===== src/rtl/gat_dbg_pkg.sv =====
// Shared types and constants for the stage profiler: FSM states,
// stage indices and the word addresses of the profiler register map.
package gat_dbg_pkg;

    typedef enum logic [1:0] {
        IDLE = 2'd0,
        RUN  = 2'd1,
        DONE = 2'd2
    } prof_state_e;

    localparam int STG_SPMM   = 0;
    localparam int STG_DMVM   = 1;
    localparam int STG_SM     = 2;
    localparam int STG_AGGR   = 3;
    localparam int NUM_STAGES = 4;

    localparam int ADDR_STATUS = 0;
    localparam int ADDR_CYC    = 1;
    localparam int ADDR_LAT0   = 2;
    localparam int ADDR_LAT1   = 3;
    localparam int ADDR_LAT2   = 4;
    localparam int ADDR_LAT3   = 5;
    localparam int ADDR_VLD0   = 6;
    localparam int ADDR_VLD1   = 7;
    localparam int ADDR_VLD2   = 8;
    localparam int ADDR_VLD3   = 9;
    localparam int ADDR_SNAP1  = 10;
    localparam int ADDR_SNAP2  = 11;
    localparam int ADDR_SNAP3  = 12;

endpackage


===== src/rtl/stage_counter.sv =====
// Per-stage profiling counters: first-valid latency and valid-pulse count.
// Ports:
//   clk, rst       clock, async active-high reset
//   clear_i        start of a new run; wipes this stage's results
//   run_i          profiler is in RUN this cycle
//   vld_i          stage valid pulse
//   cyc_cnt_i      current run cycle number
//   seen_o         stage has produced at least one valid this run
//   first_lat_o    cycle number of the first valid (all-ones if none)
//   vld_cnt_o      number of valid cycles this run (saturating)
module stage_counter
    import gat_dbg_pkg::*;
#(
    parameter int CNT_W = 32
) (
    input  logic             clk,
    input  logic             rst,
    input  logic             clear_i,
    input  logic             run_i,
    input  logic             vld_i,
    input  logic [CNT_W-1:0] cyc_cnt_i,
    output logic             seen_o,
    output logic [CNT_W-1:0] first_lat_o,
    output logic [CNT_W-1:0] vld_cnt_o
);

    logic             seen_q, seen_d;
    logic [CNT_W-1:0] lat_q, lat_d;
    logic [CNT_W-1:0] cnt_q, cnt_d;

    // Clear has priority so valids in the start cycle are dropped.
    always_comb begin
        seen_d = seen_q;
        lat_d  = lat_q;
        cnt_d  = cnt_q;
        if (clear_i) begin
            seen_d = 1'b0;
            lat_d  = '1;
            cnt_d  = '0;
        end else if (run_i && vld_i) begin
            if (cnt_q != '1) begin
                cnt_d = cnt_q + 1'b1;
            end
            if (!seen_q) begin
                seen_d = 1'b1;
                lat_d  = cyc_cnt_i;
            end
        end
    end

    always_ff @(posedge clk or posedge rst) begin
        if (rst) begin
            seen_q <= 1'b0;
            lat_q  <= '1;
            cnt_q  <= '0;
        end else begin
            seen_q <= seen_d;
            lat_q  <= lat_d;
            cnt_q  <= cnt_d;
        end
    end

    assign seen_o      = seen_q;
    assign first_lat_o = lat_q;
    assign vld_cnt_o   = cnt_q;

endmodule


===== src/rtl/stage_profiler.sv =====
// Profiles one accelerator run: cycle count, per-stage first-valid
// latency and valid count, debug-word snapshot, host read port.
// Ports:
//   clk, rst                  clock, async active-high reset
//   start_i / stop_i          run control pulses (start wins)
//   stage_vld_i[3:0]          spmm, dmvm, sm, aggr valids
//   debug_1_i..debug_3_i      debug words captured at end of run
//   rd_req_i, rd_addr_i       register read request
//   rd_vld_o, rd_data_o       read response, one cycle later
//   busy_o / done_o           FSM in RUN / DONE
module stage_profiler
    import gat_dbg_pkg::*;
#(
    parameter int               CNT_W   = 32,
    parameter logic [CNT_W-1:0] TIMEOUT = 32'd1_000_000,
    parameter int               ADDR_W  = 4
) (
    input  logic                  clk,
    input  logic                  rst,
    input  logic                  start_i,
    input  logic                  stop_i,
    input  logic [NUM_STAGES-1:0] stage_vld_i,
    input  logic [31:0]           debug_1_i,
    input  logic [31:0]           debug_2_i,
    input  logic [31:0]           debug_3_i,
    input  logic                  rd_req_i,
    input  logic [ADDR_W-1:0]     rd_addr_i,
    output logic                  rd_vld_o,
    output logic [CNT_W-1:0]      rd_data_o,
    output logic                  busy_o,
    output logic                  done_o
);

    localparam logic [CNT_W-1:0] LIMIT = TIMEOUT - 1'b1;

    prof_state_e      state_q;
    logic             busy_q, done_q;
    logic             tmo_q;
    logic [CNT_W-1:0] cyc_q;
    logic [31:0]      snap1_q, snap2_q, snap3_q;
    logic             rd_vld_q;
    logic [CNT_W-1:0] rd_data_q;
    logic [CNT_W-1:0] rd_word;
    logic             at_limit;

    logic [NUM_STAGES-1:0] seen;
    logic [CNT_W-1:0]      lat [NUM_STAGES];
    logic [CNT_W-1:0]      cnt [NUM_STAGES];

    assign at_limit = (cyc_q == LIMIT);

    always_ff @(posedge clk or posedge rst) begin
        if (rst) begin
            state_q <= IDLE;
            busy_q  <= 1'b0;
            done_q  <= 1'b0;
            tmo_q   <= 1'b0;
            cyc_q   <= '0;
            snap1_q <= '0;
            snap2_q <= '0;
            snap3_q <= '0;
        end else if (start_i) begin
            state_q <= RUN;
            busy_q  <= 1'b1;
            done_q  <= 1'b0;
            tmo_q   <= 1'b0;
            cyc_q   <= '0;
        end else begin
            unique case (state_q)
                RUN: begin
                    // The stop/timeout cycle is itself counted.
                    if (cyc_q != '1) begin
                        cyc_q <= cyc_q + 1'b1;
                    end
                    if (stop_i || at_limit) begin
                        state_q <= DONE;
                        busy_q  <= 1'b0;
                        done_q  <= 1'b1;
                        tmo_q   <= at_limit;
                        snap1_q <= debug_1_i;
                        snap2_q <= debug_2_i;
                        snap3_q <= debug_3_i;
                    end
                end
                default: begin
                end
            endcase
        end
    end

    for (genvar s = 0; s < NUM_STAGES; s++) begin : g_stage
        stage_counter #(
            .CNT_W (CNT_W)
        ) u_cnt (
            .clk         (clk),
            .rst         (rst),
            .clear_i     (start_i),
            .run_i       (busy_q),
            .vld_i       (stage_vld_i[s]),
            .cyc_cnt_i   (cyc_q),
            .seen_o      (seen[s]),
            .first_lat_o (lat[s]),
            .vld_cnt_o   (cnt[s])
        );
    end

    always_comb begin
        rd_word = '0;
        unique case (rd_addr_i)
            ADDR_W'(ADDR_STATUS):
                rd_word = {{(CNT_W-7){1'b0}},
                           tmo_q, seen, busy_q, done_q};
            ADDR_W'(ADDR_CYC):   rd_word = cyc_q;
            ADDR_W'(ADDR_LAT0):  rd_word = lat[STG_SPMM];
            ADDR_W'(ADDR_LAT1):  rd_word = lat[STG_DMVM];
            ADDR_W'(ADDR_LAT2):  rd_word = lat[STG_SM];
            ADDR_W'(ADDR_LAT3):  rd_word = lat[STG_AGGR];
            ADDR_W'(ADDR_VLD0):  rd_word = cnt[STG_SPMM];
            ADDR_W'(ADDR_VLD1):  rd_word = cnt[STG_DMVM];
            ADDR_W'(ADDR_VLD2):  rd_word = cnt[STG_SM];
            ADDR_W'(ADDR_VLD3):  rd_word = cnt[STG_AGGR];
            ADDR_W'(ADDR_SNAP1): rd_word = CNT_W'(snap1_q);
            ADDR_W'(ADDR_SNAP2): rd_word = CNT_W'(snap2_q);
            ADDR_W'(ADDR_SNAP3): rd_word = CNT_W'(snap3_q);
            default:             rd_word = '0;
        endcase
    end

    // Data is held between requests so an ILA sees a stable word.
    always_ff @(posedge clk or posedge rst) begin
        if (rst) begin
            rd_vld_q  <= 1'b0;
            rd_data_q <= '0;
        end else begin
            rd_vld_q <= rd_req_i;
            if (rd_req_i) begin
                rd_data_q <= rd_word;
            end
        end
    end

    assign rd_vld_o  = rd_vld_q;
    assign rd_data_o = rd_data_q;
    assign busy_o    = busy_q;
    assign done_o    = done_q;

endmodule

===== config.mk =====
export PLATFORM = sky130hd
export DESIGN_NAME = stage_profiler
export DESIGN_NICKNAME = d
export VERILOG_FILES = /design/src/rtl/gat_dbg_pkg.sv /design/src/rtl/stage_counter.sv /design/src/rtl/stage_profiler.sv
export SDC_FILE = /design/constraint.sdc
export NUM_CORES = 1
export LEC_CHECK = 0
export ABC_CLOCK_PERIOD_IN_PS = 7200
export CORE_MARGIN = 8
export CORE_UTILIZATION = 52
export CTS_CLUSTER_SIZE = 28
export DETAILED_ROUTE_END_ITERATION = 10
export PLACE_DENSITY = 0.68
export SYNTH_ARGS = -nofsm -noshare
export SYNTH_HDL_FRONTEND = slang
export SYNTH_HIERARCHICAL = 1
export SYNTH_SLANG_ARGS = --single-unit

===== constraint.sdc =====
create_clock -name clk -period 7.2 [get_ports clk]
set_input_delay 1.8 -clock clk [delete_from_list [all_inputs] [get_ports clk]]
set_output_delay 1.8 -clock clk [all_outputs]
set_load 0.01 [all_outputs]

# --- Yosys cells after proc, flatten, opt, wreduce, memory -nomap -nowiden ---
# Cells that the tools add are included.
word_totals:
  ff_bits: 426
  latchBits: 0
  ramBits: 0
  romBits: 0
  input_bits: 109
  output_inout_bits: 35
  elab_cells: 127
  memories: 0
classes:
  add_sub_neg: 5
  n_mul: 0
  div: 0
  n_lt_le_gt_ge: 0
  eq_ne: 23
  shifts: 0
  n_mux: 48
  bitwise: 1
  n_reduce_logical: 28
ops:
  columns: ["op", "count"]
  rows:
  - ["$mux 32", 27]
  - ["$pmux 32 s13", 1]
  - ["$add 32x1->32 const B", 5]
  - ["$ne 32x32->1 const B", 5]
  - ["$eq 32x20->1 const B", 1]
  - ["$reduce_bool 2->1", 11]
  - ["$eq 4x4->1 const B", 5]
  - ["$reduce_and 2->1", 10]
  - ["$mux 1", 17]
  - ["$eq 4x3->1 const B", 4]
  - ["$eq 4x2->1 const B", 2]
  - ["$ne 2x2->1 const B", 4]
  - ["$mux 2", 3]
  - ["$eq 4x1->1 const B", 1]
  - ["$logic_and 1x1->1", 4]
  - ["$logic_not 4->1", 1]
  - ["$reduce_and 3->1", 1]
  - ["$eq 2x1->1 const B", 1]
  - ["$logic_or 1x1->1", 1]
  - ["$not 1->1", 1]

# --- Depth between registers and ports, before layout ---
logic_depth:
  ltp_word: 5
  mapped_depth: 9
  ltp_nobuf: 6

# --- Modules after synthesis ---
# The synthesis kept the hierarchy.
modules_own_cells:
  columns: ["mod", "n_inst", "cells_per_inst", "area_per_inst_um2", "seq_area_each_um2"]
  rows:
  - ["stage_counter", 4, 356, 3221.8, 1666.6]
  - ["stage_profiler", 1, 879, 9176.3, 4103.9]

# --- Worst setup path before layout ---
# OpenSTA, ideal clock, no wires.
synth_timing:
  kind: "input-to-reg"
  startpoint: "input rd_addr_i[0]"
  endpoint: "register rd_data_q[11], in the netlist rd_data_o[11]"
  setup_ps: 83
  t_arrival_ps: 3215
  required_time_ps: 7117
  setup_slack_ps: 3902
  cell_stages: 6
  path_buffers: 2
  path_cell_list: "clkbuf_1 -> nor4b_1 -> clkbuf_1 -> a221oi_1 -> and3_1 -> o22ai_1"
synth_via:
  elab_chain_len: 2
  word_cells_on_any_way: 14
  cone_classes: "eq/ne (12); mux (1); reduce/logical (1)"
synth_rtl:
  columns: ["element", "line", "rtl"]
  rows:
  - ["start, declared", "stage_profiler.sv:27", "input logic [ADDR_W-1:0] rd_addr_i,"]
  - ["$eq 4x4->1, or another cell as far along", "stage_profiler.sv:109", "unique case (rd_addr_i)"]
  - ["$pmux 32 s13 *", "stage_profiler.sv:109", null]
  - ["end signal, assigned", "stage_profiler.sv:137", "rd_data_q <= rd_word;"]
  - ["end, declared", "stage_profiler.sv:42", "logic [CNT_W-1:0] rd_data_q;"]
# Every way passes the cells marked *; elsewhere a longest branch is shown, timed or not.
# A chain may end at the register's enable or synchronous reset.

# --- Final worst setup path ---
layout_timing:
  startpoint: "input stage_vld_i[2]"
  endpoint: "register g_stage[2].u_cnt.lat_q[23]"
layout_via:
  elab_chain_len: 3
layout_rtl:
  columns: ["element", "line", "rtl"]
  rows:
  - ["start, declared", "stage_profiler.sv:22", "input logic [NUM_STAGES-1:0] stage_vld_i,"]
  - ["$logic_and 1x1->1", "stage_counter.sv:40", "end else if (run_i && vld_i) begin"]
  - ["$reduce_bool 2->1 (no source line)", null, null]
  - ["$reduce_and 2->1 (no source line)", null, null]
  - ["end signal, assigned", "stage_counter.sv:58", "lat_q <= lat_d;"]
  - ["end, declared", "stage_counter.sv:28", "logic [CNT_W-1:0] lat_q, lat_d;"]
# No other way between the ends.

==> impl_metrics.py <==
metrics = {
    "run_status": {
        "status": "finished, final reports clean",
    },
    "synth": {
        "ys_top_cells_by_area": "dfrtp_1, dfstp_2, nor2_1, a21oi_1, a22oi_1",
        "yosysUniqueCellTypes": 60,
        "synthTopCellsByCount": "nor2_1, dfrtp_1, a21oi_1",
        "async_flop_share_pct": 100,
        "synth_edf_count": 0,
        "synth-seq-cells": 424,
        "yosysTopAreaCellShare_pct": 33.6,
        "synth-main-ff-cell": "dfrtp_1",
        "synth_top_cell_by_area": "dfrtp_1",
        "synth_nets": 2417,
        "synth_warnings": 6,
        "syn_area_mm2": 0.0221,
        "syn_avg_cell_area_um2": 9.58,
        "synth_cells": 2303,
        "synth_seq_area_share_pct": 48.8,
        "yosysMostFrequentCell": "nor2_1",
    },
    "cells_and_area": {
        "syn_to_final_growth_pct": 14.9,
        "drive_above_1_share_pct": 16.9,
        "multi_input_area_mm2": 0.0104,
        "num_antenna_cells": 0,
        "final_area_mm2": 0.0254,
        "final_nets": 2476,
        "fill_cells": 3534,
        "finish.utilization_pct": 60.5,
        "regArea_mm2": 0.0108,
    },
    "cts": {
        "clk_pin_slew_ns": 0.06,
        "cts_buffers": 48,
        "clock-sinks": 424,
        "clockBufferDepth": 3,
        "clk_latency_ns": 0.58,
        "cts_resized": 0,
        "hold_buffers": 0,
        "post_cts_buffers": 0,
        "cts-root-buf": "clkbuf_16",
        "htree_levels": 2,
        "cts_tree": "yes",
    },
    "detailed_routing": {
        "drc_errors": 0,
        "routed_wl_um": 76500,
        "routed_via_density": 6.73,
        "drt-initial-drc-count": 2733,
        "ant_nets": 0,
        "firstDrtPassIters": 6,
        "wl_per_cell_um": 26.0,
        "vias": 19800,
    },
    "setup_path": {
        "cp-end-kind": "register",
        "r2r_slack_ns": 3.58,
        "cp_slowest_stage_delay_ns": 1.09,
        "r2r_start": "state_q[0]",
        "r2r_end": "g_stage[2].u_cnt/first_lat_o[23]",
        "crit_required_ns": 7.71,
        "worstPathCellList": "clkdlybuf4s50_1, nand2_1, o21bai_4, buf_4, nor2_1, a21oi_1",
        "start_kind": "input pin",
        "cpMaxStageDelayCell": "o21bai_4",
        "arrival_ns": 4.66,
        "critical_path.max_fanout": 39,
        "rr_worst_depth": 6,
        "critPathKind": "input pin to register",
    },
    "floorplan": {
        "die-area_mm2": 0.0493,
        "io_pins": 144,
        "die_h_um": 222,
        "dieWidth_um": 222,
        "row_count": 75,
        "core_mm2": 0.0419,
        "start_util_pct": 52.6,
    },
    "job": {
        "maxCapViolCount": 0,
    },
    "global_route": {
        "grt_antenna_before_repair": 0,
        "grt_pass1_wl_um": 116000,
        "grt_max_degree": 71,
        "grtUsageTotal_pct": 30.2,
        "overflow": 0,
        "grt_pass1_vias": 19000,
    },
    "sta": {
        "period_share_pct": 57.7,
        "worst_slew_pin_slew_ns": 1.11,
        "hold_violations": 0,
        "setup_tns_ns": 0,
        "min_period_ns": 4.15,
        "rsz0062_at_grt": "no",
        "setup_violations": 0,
        "finClkSkew_ns": 0.0160,
        "max_freq_ghz": 0.241,
        "timing.final.max_slew_violations": 0,
        "slew_headroom_pct": 25.7,
    },
    "placement": {
        "portBuffers": 143,
        "globalplace.congestion": 0.900,
        "placed_area_mm2": 0.0238,
        "hpwl_um": 49700,
    },
    "power_and_ir_drop": {
        "power_leakage_nw": 10.0,
        "power_mw": 6.08,
        "power_density_mw_per_mm2": 240,
        "vdd_ir_drop_max_mv": 0.163,
    },
    "worst_hold_path": {
        "min_to": "g_stage[3].u_cnt/first_lat_o[30]",
        "hold_class": "register to register",
        "hold_depth": 2,
        "min_from": "g_stage[3].u_cnt/first_lat_o[30]",
    },
}
sequential cells by signal (all words and copies together), names as in the netlist:
name / flops
g_stage.u_cnt/seen_o: 4
rd_vld_o: 1
g_stage.u_cnt/first_lat_o: 128
rd_data_o: 32
snap2_q: 32
snap3_q: 32
state_q: 2
g_stage.u_cnt/vld_cnt_o: 128
cyc_q: 32
snap1_q: 32
tmo_q: 1
how the worst max path moves through the flow:
stage                     depth (start not counted)      startpoint  slack [ns]                                to
after CTS                                         7    rd_addr_i[1]        2.59                     rd_data_o[31]
final                                             6  stage_vld_i[2]        3.05  g_stage[2].u_cnt/first_lat_o[23]
after global routing                              6  stage_vld_i[2]        2.87  g_stage[2].u_cnt/first_lat_o[27]
after global placement                            7    rd_addr_i[1]        2.18                     rd_data_o[31]
after detailed placement                          7    rd_addr_i[1]        2.09                     rd_data_o[31]
after floorplan                                   1             rst        0.97                          cyc_q[0]
stage by stage:
step	instances	hold WS [ns]	worst slack, ns
floorplan	2303	0.478	0.967
global placement	2850	0.487	2.18
detailed placement	2850	0.491	2.09
CTS	2938	0.502	2.59
global route	2939	0.515	2.87
finish	2939	0.502	3.05
logic make-up (layout without fill, tap and decap cells):
| group | Yosys count | in the layout | synth area share, % |
|---|---|---|---|
| adder cells (fa/ha/maj) | 5 | 5 | 0.284 |
| buffers and inverters | 232 | 329 | 4.79 |
| flip-flops | 424 | 424 | 48.8 |
| multiplexers | 111 | 111 | 6.41 |
| AND/OR/NAND/NOR | 887 | 887 | 21.3 |
| XOR/XNOR | 6 | 6 | 0.238 |
| AO/OA/AOI/OAI | 638 | 638 | 18.2 |
cell type report:
type,instances,area share (%)
inverter,61,0.923
clock inverter,14,0.488
clock buffer,74,5.68
sequential,424,42.5
multi-input combinational,1647,41.0
timing repair buffer,180,6.75
tap,539,2.66
power breakdown:
| part | switching [mW] | internal, mW | leakage [nW] |
|---|---|---|---|
| Clock | 0.998 | 1.44 | 0.781 |
| Sequential | 0.208 | 2.70 | 5.24 |
| Combinational | 0.386 | 0.350 | 4.00 |
| Total | 1.59 | 4.49 | 10.0 |
worst max-delay path, delay by kind of cell:
kind | cells | cell delay [ns]
AO/OA/AOI/OAI | 2 | 1.23
AND/OR/NAND/NOR | 2 | 0.66
buffers and inverters | 2 | 0.92
layer usage:
metal | wire [um] | global-route usage [%]
met5 | 0 | 0
met4 | 4080 | 15.7
met3 | 8150 | 5.83
met2 | 33700 | 45.3
met1 | 30600 | 41.3
layout by cell type (no fill, tap or decap), types with 14 or more instances in the layout:
cell and n:
nor4_1 14, or3_1 66, o22ai_1 32, dfstp_2 128, inv_1 56, clkdlybuf4s50_1 141, a22oi_1 168, nor2b_1 20
a21oi_1 253, o21ai_0 71, nor2_1 349, dfrtp_1 296, clkbuf_16 49, or4_1 74, mux2_2 62, nand2_1 83
nand4_1 88, nand3_1 75, nor3_1 21, o31ai_1 64, mux2_4 44, buf_4 36, and3_1 21
Note: power is estimated with default switching activity, not from simulation.
